<file path="src/rtl/dzcpu_useq_pkg.sv">
// Shared definitions for the dzcpu microcode sequencer: micro-op field
// positions, flow-control codes, the CB-jump operation and FSM states.
package dzcpu_useq_pkg;

    localparam int UPC_W = 8;
    localparam int UOP_W = 13;

    localparam logic [7:0] INT_FLOW_IDX_DEF = 8'd199;
    localparam logic [7:0] MAX_UPC_DEF      = 8'd255;

    // Micro-op layout: {ctl[3:0], operation[4:0], operand[3:0]}
    localparam int CTL_HI = 12;
    localparam int CTL_LO = 9;
    localparam int OPR_HI = 8;
    localparam int OPR_LO = 4;
    localparam int OPD_HI = 3;
    localparam int OPD_LO = 0;

    typedef enum logic [3:0] {
        CTL_OP         = 4'd0,
        CTL_INC        = 4'd1,
        CTL_EOF        = 4'd2,
        CTL_INC_EOF    = 4'd3,
        CTL_EOF_FU     = 4'd4,
        CTL_INC_EOF_FU = 4'd5,
        CTL_INC_EOF_Z  = 4'd6,
        CTL_INC_EOF_NZ = 4'd7,
        CTL_UPD_FLAGS  = 4'd8,
        CTL_NOP_CTL    = 4'd9
    } ctl_e;

    // Operation that latches the CB-prefixed opcode and re-dispatches.
    localparam logic [4:0] OPR_JCB = 5'd1;

    typedef enum logic [1:0] {
        ST_FETCH  = 2'd0,
        ST_DECODE = 2'd1,
        ST_EXEC   = 2'd2,
        ST_CBDEC  = 2'd3
    } state_e;

    // Decoded flow-control actions of one micro-op.
    typedef struct packed {
        logic pc_inc;
        logic flags_upd;
        logic end_flow;
        logic cond_z;
        logic cond_nz;
    } ctl_t;

endpackage

</file>
<file path="src/rtl/dzcpu_useq_if.sv">
// Bundle of the sequencer's datapath/ROM/LUT signals. The sequencer uses
// the master view; the surrounding core (or a bench) uses the slave view.
interface dzcpu_useq_if;
    import dzcpu_useq_pkg::*;

    logic [7:0]       iMemData;
    logic             iStall;
    logic [UOP_W-1:0] iUop;
    logic [UPC_W-1:0] iFlowIdx;
    logic [UPC_W-1:0] iCbFlowIdx;
    logic             iZero;
    logic             iIntReq;
    logic             iIme;

    logic [UPC_W-1:0] oUpc;
    logic [7:0]       oMop;
    logic [7:0]       oCbMop;
    logic             oExec;
    logic             oPcInc;
    logic             oFlagsUpdate;
    logic             oIntAck;
    logic             oUcodeErr;

    modport master (
        input  iMemData, iStall, iUop, iFlowIdx, iCbFlowIdx, iZero, iIntReq, iIme,
        output oUpc, oMop, oCbMop, oExec, oPcInc, oFlagsUpdate, oIntAck, oUcodeErr
    );

    modport slave (
        output iMemData, iStall, iUop, iFlowIdx, iCbFlowIdx, iZero, iIntReq, iIme,
        input  oUpc, oMop, oCbMop, oExec, oPcInc, oFlagsUpdate, oIntAck, oUcodeErr
    );

endinterface

</file>
<file path="src/rtl/dzcpu_useq_ctl_dec.sv">
// Combinational decode of a micro-op flow-control code into the actions
// the sequencer applies. Unknown codes decode as plain OP (step only).
module dzcpu_useq_ctl_dec
    import dzcpu_useq_pkg::*;
(
    input  logic [3:0] ctl,
    output ctl_t       dec
);

    // Map each control code onto its strobe / end-of-flow actions
    always_comb begin
        dec = '0;
        case (ctl)
            CTL_INC:        dec.pc_inc = 1'b1;
            CTL_EOF:        dec.end_flow = 1'b1;
            CTL_INC_EOF:    begin dec.pc_inc = 1'b1; dec.end_flow = 1'b1; end
            CTL_EOF_FU:     begin dec.flags_upd = 1'b1; dec.end_flow = 1'b1; end
            CTL_INC_EOF_FU: begin dec.pc_inc = 1'b1; dec.flags_upd = 1'b1; dec.end_flow = 1'b1; end
            CTL_INC_EOF_Z:  begin dec.pc_inc = 1'b1; dec.cond_z = 1'b1; end
            CTL_INC_EOF_NZ: begin dec.pc_inc = 1'b1; dec.cond_nz = 1'b1; end
            CTL_UPD_FLAGS:  dec.flags_upd = 1'b1;
            default:        dec = '0;
        endcase
    end

endmodule

</file>
<file path="src/rtl/dzcpu_useq.sv">
// dzcpu microcode sequencer: owns the micro-PC, latches opcode / CB opcode
// bytes for the flow LUTs, walks each micro-flow and raises the per-uop
// datapath strobes. Interrupt flows are only dispatched between instructions.
module dzcpu_useq
    import dzcpu_useq_pkg::*;
#(
    parameter logic [UPC_W-1:0] INT_FLOW_IDX = INT_FLOW_IDX_DEF,
    parameter logic [UPC_W-1:0] MAX_UPC      = MAX_UPC_DEF
) (
    input  logic         iClock,
    input  logic         iReset,
    dzcpu_useq_if.master bus
);

    state_e           state;
    logic [UPC_W-1:0] upc;
    logic [7:0]       mop;
    logic [7:0]       cbmop;
    logic             ucode_err;

    logic [3:0] ctl;
    logic [4:0] opr;
    logic       unused_operand;
    ctl_t       dec;
    logic       active;
    logic       in_exec;
    logic       take_int;
    logic       flow_end;

    assign ctl            = bus.iUop[CTL_HI:CTL_LO];
    assign opr            = bus.iUop[OPR_HI:OPR_LO];
    assign unused_operand = ^bus.iUop[OPD_HI:OPD_LO];

    dzcpu_useq_ctl_dec u_ctl_dec (
        .ctl (ctl),
        .dec (dec)
    );

    // A stall freezes everything, including interrupt sampling.
    assign active   = !bus.iStall;
    assign in_exec  = (state == ST_EXEC) && active;
    assign take_int = (state == ST_FETCH) && active && bus.iIntReq && bus.iIme;
    assign flow_end = dec.end_flow | (dec.cond_z & bus.iZero) | (dec.cond_nz & ~bus.iZero);

    assign bus.oUpc         = upc;
    assign bus.oMop         = mop;
    assign bus.oCbMop       = cbmop;
    assign bus.oUcodeErr    = ucode_err;
    assign bus.oExec        = in_exec;
    assign bus.oPcInc       = in_exec & dec.pc_inc;
    assign bus.oFlagsUpdate = in_exec & dec.flags_upd;
    assign bus.oIntAck      = take_int;

    // Sequencer FSM: fetch/decode dispatch, micro-flow stepping, overrun trap
    always_ff @(posedge iClock) begin
        if (iReset) begin
            state     <= ST_FETCH;
            upc       <= '0;
            mop       <= '0;
            cbmop     <= '0;
            ucode_err <= 1'b0;
        end else if (active) begin
            case (state)
                ST_FETCH: begin
                    if (bus.iIntReq && bus.iIme) begin
                        upc   <= INT_FLOW_IDX;
                        state <= ST_EXEC;
                    end else begin
                        mop   <= bus.iMemData;
                        state <= ST_DECODE;
                    end
                end
                ST_DECODE: begin
                    upc   <= bus.iFlowIdx;
                    state <= ST_EXEC;
                end
                ST_CBDEC: begin
                    upc   <= bus.iCbFlowIdx;
                    state <= ST_EXEC;
                end
                ST_EXEC: begin
                    if (opr == OPR_JCB) begin
                        // CB prefix: second opcode byte selects a new flow
                        cbmop <= bus.iMemData;
                        state <= ST_CBDEC;
                    end else if (flow_end) begin
                        state <= ST_FETCH;
                    end else if (upc == MAX_UPC) begin
                        // Flow ran off the end of the ROM; never wrap
                        ucode_err <= 1'b1;
                        state     <= ST_FETCH;
                    end else begin
                        upc <= upc + 1'b1;
                    end
                end
                default: state <= ST_FETCH;
            endcase
        end
    end

endmodule

</file>
<file path="src/flat_wrapper.sv">
// flat-port wrapper written by rule: the top's interface ports become plain ports
module dzcpu_useq_flat import dzcpu_useq_pkg::*;
#(
    parameter logic [UPC_W-1:0] INT_FLOW_IDX = INT_FLOW_IDX_DEF,
    parameter logic [UPC_W-1:0] MAX_UPC      = MAX_UPC_DEF
)
  (iClock, iReset, bus_iMemData, bus_iStall, bus_iUop, bus_iFlowIdx, bus_iCbFlowIdx, bus_iZero, bus_iIntReq, bus_iIme, bus_oUpc, bus_oMop, bus_oCbMop, bus_oExec, bus_oPcInc, bus_oFlagsUpdate, bus_oIntAck, bus_oUcodeErr);
  dzcpu_useq_if bus_i ();
  input  logic iClock;
  input  logic iReset;
  input wire logic [$bits(bus_i.iMemData)-1:0] bus_iMemData;
  input wire logic [$bits(bus_i.iStall)-1:0] bus_iStall;
  input wire logic [$bits(bus_i.iUop)-1:0] bus_iUop;
  input wire logic [$bits(bus_i.iFlowIdx)-1:0] bus_iFlowIdx;
  input wire logic [$bits(bus_i.iCbFlowIdx)-1:0] bus_iCbFlowIdx;
  input wire logic [$bits(bus_i.iZero)-1:0] bus_iZero;
  input wire logic [$bits(bus_i.iIntReq)-1:0] bus_iIntReq;
  input wire logic [$bits(bus_i.iIme)-1:0] bus_iIme;
  output wire logic [$bits(bus_i.oUpc)-1:0] bus_oUpc;
  output wire logic [$bits(bus_i.oMop)-1:0] bus_oMop;
  output wire logic [$bits(bus_i.oCbMop)-1:0] bus_oCbMop;
  output wire logic [$bits(bus_i.oExec)-1:0] bus_oExec;
  output wire logic [$bits(bus_i.oPcInc)-1:0] bus_oPcInc;
  output wire logic [$bits(bus_i.oFlagsUpdate)-1:0] bus_oFlagsUpdate;
  output wire logic [$bits(bus_i.oIntAck)-1:0] bus_oIntAck;
  output wire logic [$bits(bus_i.oUcodeErr)-1:0] bus_oUcodeErr;
  assign bus_i.iMemData = bus_iMemData;
  assign bus_i.iStall = bus_iStall;
  assign bus_i.iUop = bus_iUop;
  assign bus_i.iFlowIdx = bus_iFlowIdx;
  assign bus_i.iCbFlowIdx = bus_iCbFlowIdx;
  assign bus_i.iZero = bus_iZero;
  assign bus_i.iIntReq = bus_iIntReq;
  assign bus_i.iIme = bus_iIme;
  assign bus_oUpc = bus_i.oUpc;
  assign bus_oMop = bus_i.oMop;
  assign bus_oCbMop = bus_i.oCbMop;
  assign bus_oExec = bus_i.oExec;
  assign bus_oPcInc = bus_i.oPcInc;
  assign bus_oFlagsUpdate = bus_i.oFlagsUpdate;
  assign bus_oIntAck = bus_i.oIntAck;
  assign bus_oUcodeErr = bus_i.oUcodeErr;
  dzcpu_useq #(.INT_FLOW_IDX(INT_FLOW_IDX), .MAX_UPC(MAX_UPC)) u_core (.iClock(iClock), .iReset(iReset), .bus(bus_i));
endmodule
</file>
<file path="config.mk">
export PLATFORM = sky130hd
export DESIGN_NAME = dzcpu_useq_flat
export DESIGN_NICKNAME = d
export VERILOG_FILES = /design/src/rtl/dzcpu_useq_pkg.sv /design/src/rtl/dzcpu_useq_if.sv /design/src/rtl/dzcpu_useq_ctl_dec.sv /design/src/rtl/dzcpu_useq.sv /design/src/flat_wrapper.sv
export SDC_FILE = /design/constraint.sdc
export NUM_CORES = 1
export LEC_CHECK = 0
export ABC_AREA = 1
export BUFFER_PORTS_ARGS = -buffer_cell sky130_fd_sc_hd__buf_2
export CAP_MARGIN = 15
export CORE_MARGIN = 4
export CORE_UTILIZATION = 46
export CTS_CLUSTER_SIZE = 30
export DETAILED_ROUTE_END_ITERATION = 7
export GPL_TIMING_DRIVEN = 0
export PLACE_DENSITY = 0.87
export SYNTH_ARGS = -nofsm -noshare
export SYNTH_HDL_FRONTEND = slang
export SYNTH_SLANG_ARGS = --single-unit
</file>
<file path="constraint.sdc">
create_clock -name iClock -period 1.8 [get_ports iClock]
set_input_delay 0 -clock iClock [delete_from_list [all_inputs] [get_ports iClock]]
set_output_delay 0 -clock iClock [all_outputs]
set_load 0.1 [all_outputs]
</file>
==> flow_metrics.env <==
export IMPL_ys_async_sr_fraction_pct=0
export IMPL_drtAntennaViolNets=0
export IMPL_h_tree_depth=1
export IMPL_coreArea_sq_um=3100
export IMPL_crit_required_ns=1.80
export IMPL_final_area_sq_um=2190
export IMPL_syn_to_final_growth_pct=43.7
export IMPL_numCtsBuffers=3
export IMPL_ys_warn_count=0
export IMPL_peakVddDrop_uv=598
export IMPL_netlist_area_sq_um=1530
export IMPL_multi_input_area_sq_um=908
export IMPL_critPathKind="flip-flop to output pin"
export IMPL_grt_overflow_total=0
export IMPL_via_count=1870
export IMPL_layout_commonest_cell="buf_2"
export IMPL_synthDistinctLibCells=28
export IMPL_grt_max_degree=18
export IMPL_hp_class="input pin to flip-flop"
export IMPL_synthFlopType="dfxtp_1"
export IMPL_fmax_mhz=595
export IMPL_cts_root_buf="clkbuf_4"
export IMPL_status="completed"
export IMPL_p_per_area_nw_per_um2=751
export IMPL_track_usage_pct=21.3
export IMPL_dpl_hpwl_mm=3.35
export IMPL_place_area_sq_um=1980
export IMPL_synth_edff_count=0
export IMPL_synth_seq_area_share_pct=35.4
export IMPL_die_x_um=65.6
export IMPL_hold_viol=0
export IMPL_final_nets=376
export IMPL_final_cell_mix="buf_2, nor2_1, nand2_1, inv_1, dfxtp_1"
export IMPL_dp_slack_ns=0.212
export IMPL_initial_core_util_pct=49.2
export IMPL_crit_fanout=6
export IMPL_ys_seq_elements=27
export IMPL_start_kind="flip-flop"
export IMPL_rows=20
export IMPL_die_h_um=65.6
export IMPL_vias_per_cell=4.99
export IMPL_min_period_ns=1.68
export IMPL_layout_drive_gt1_share_pct=33.2
export IMPL_seq_area_sq_um=559
export IMPL_wl_per_cell_um=12.2
export IMPL_fill_cells=298
export IMPL_die_area_sq_um=4310
export IMPL_cts_buffer_depth=2
export IMPL_diodes=0
export IMPL_grt_pass1_vias=1754
export IMPL_drv_cap=0
export IMPL_port_buffers=67
export IMPL_grt_pass1_wl_mm=7.36
export IMPL_worst_pin_slew_ns=0.495
export IMPL_antenna_found_initial=0
export IMPL_synthCells=244
export IMPL_insertion_delay_ns=0.35
export IMPL_setup_viol=0
export IMPL_finalCritPeriodShare_pct=93.4
export IMPL_fin_ws_ns=0.118
export IMPL_place_gp_congestion=0.956
export IMPL_tritoncts="done"
export IMPL_leakagePower_uw=0.00115
export IMPL_cts_sinks=27
export IMPL_clkTransAtPathRegs_ns=0.17
export IMPL_firstDrtPassIters=4
export IMPL_end_kind="output pin"
export IMPL_boundaryPins=72
export IMPL_arrival_ns=1.68
export IMPL_postSynthAreaPerCell_sq_um=6.26
export IMPL_slew_viol_final=0
export IMPL_drt_iter0_drc=128
export IMPL_drc_errors=0
export IMPL_detail_route_wirelength_mm=4.59
export IMPL_rsz0062_at_grt="no"
export IMPL_synthesis_nets=288
export IMPL_hold_ws_ns=0.0116
export IMPL_relSlewSlack_pct=67.2
export IMPL_skew_ns=0.0179
[Yosys cell counts, types with 2 or more instances]
cell type | count | share of area [%]
nor2_1 | 60 | 15
nand2_1 | 54 | 13
dfxtp_1 | 27 | 35
inv_1 | 20 | 4.9
nand3_1 | 16 | 5.2
a21oi_1 | 15 | 4.9
o21ai_0 | 9 | 2.9
o21ai_1 | 9 | 2.9
inv_2 | 5 | 1.2
buf_4 | 4 | 2.0
nand4_1 | 4 | 1.6
nor2_2 | 4 | 1.6
nor2_4 | 2 | 1.5
[flip-flops by register name, indices dropped and copies added (netlist names)]
signal / flops
u_core.bus.oMop: 8
u_core.state: 2
u_core.bus.oUcodeErr: 1
u_core.bus.oUpc: 8
u_core.bus.oCbMop: 8
[worst max-delay path: stages (launching register included)]
cell and delay (ns):
dfxtp_2 0.41, inv_2 0.11, nor2_8 0.17, inv_4 0.07
nor2_4 0.08, inv_2 0.07, a21oi_4 0.11, buf_4 0.30
[area by class of cell]
| class | count | area share [%] |
|---|---|---|
| inverter | 25 | 4.39 |
| tap | 44 | 2.51 |
| sequential | 27 | 25.5 |
| multi-input combinational | 186 | 41.4 |
| timing repair buffer | 83 | 22.9 |
| clock buffer | 3 | 1.03 |
| buffer | 6 | 1.94 |
| clock inverter | 1 | 0.399 |
[worst paths after layout]
check	start	endpoint	slack, ns	depth (start not counted)
worst max-delay path	u_core.state[1]$_SDFFE_PP0P_	bus_oPcInc	0.12	7
worst min-delay path	bus_iCbFlowIdx[0]	u_core.bus.oUpc[0]$_SDFFE_PP0P_	0.01	5
worst max register to register	u_core.state[0]$_SDFFE_PP0P_	u_core.bus.oUpc[7]$_SDFFE_PP0P_	0.13	8
worst min register to register	u_core.bus.oUcodeErr$_SDFFE_PP0P_	u_core.bus.oUcodeErr$_SDFFE_PP0P_	0.46	2
[cells by family after synthesis]
family          after synthesis  share of synthesized area (%)
compound gates               38                           13.4
fa+ha+maj                     1                          0.819
buf+inv                      31                           8.68
flops                        27                           35.4
simple gates                147                           41.8
[stage by stage]
stage	power, uW	utilization, %	setup TNS [ns]	std cells
finish	1650	70.7	0	375
global route	1720	70.7	0	375
CTS	1630	69.1	0	372
detailed placement	1320	63.7	0	355
global placement	1310	63.7	0	355
floorplan	1180	-	-0.540	244
[metal layers]
layer / up-vias / GRT usage [%] / share of wire (%)
met5: - / 0 / 0
met4: 0 / 3.89 / 1.0
met3: 7 / 6.67 / 10
met2: 80 / 39.0 / 50
met1: 834 / 24.1 / 39
li1: 949 / - / -
[power by group]
part / total, uW / internal (uW) / switching [uW] / leakage (uW)
clock network: 299 / 91.1 / 208 / 0.0000183
logic: 670 / 173 / 498 / 0.000909
registers: 680 / 644 / 36.6 / 0.000225
[what timing repair did]
item | CTS | global route
setup buffers | 0 | 3
resized for setup | 2 | 9
hold buffers | 13 | 0
hold endpoints to repair | 21 | 0
endpoints found under the setup margin | 2 | 4
pin swaps | 0 | 3
Note: power is estimated with default switching activity, not from simulation.
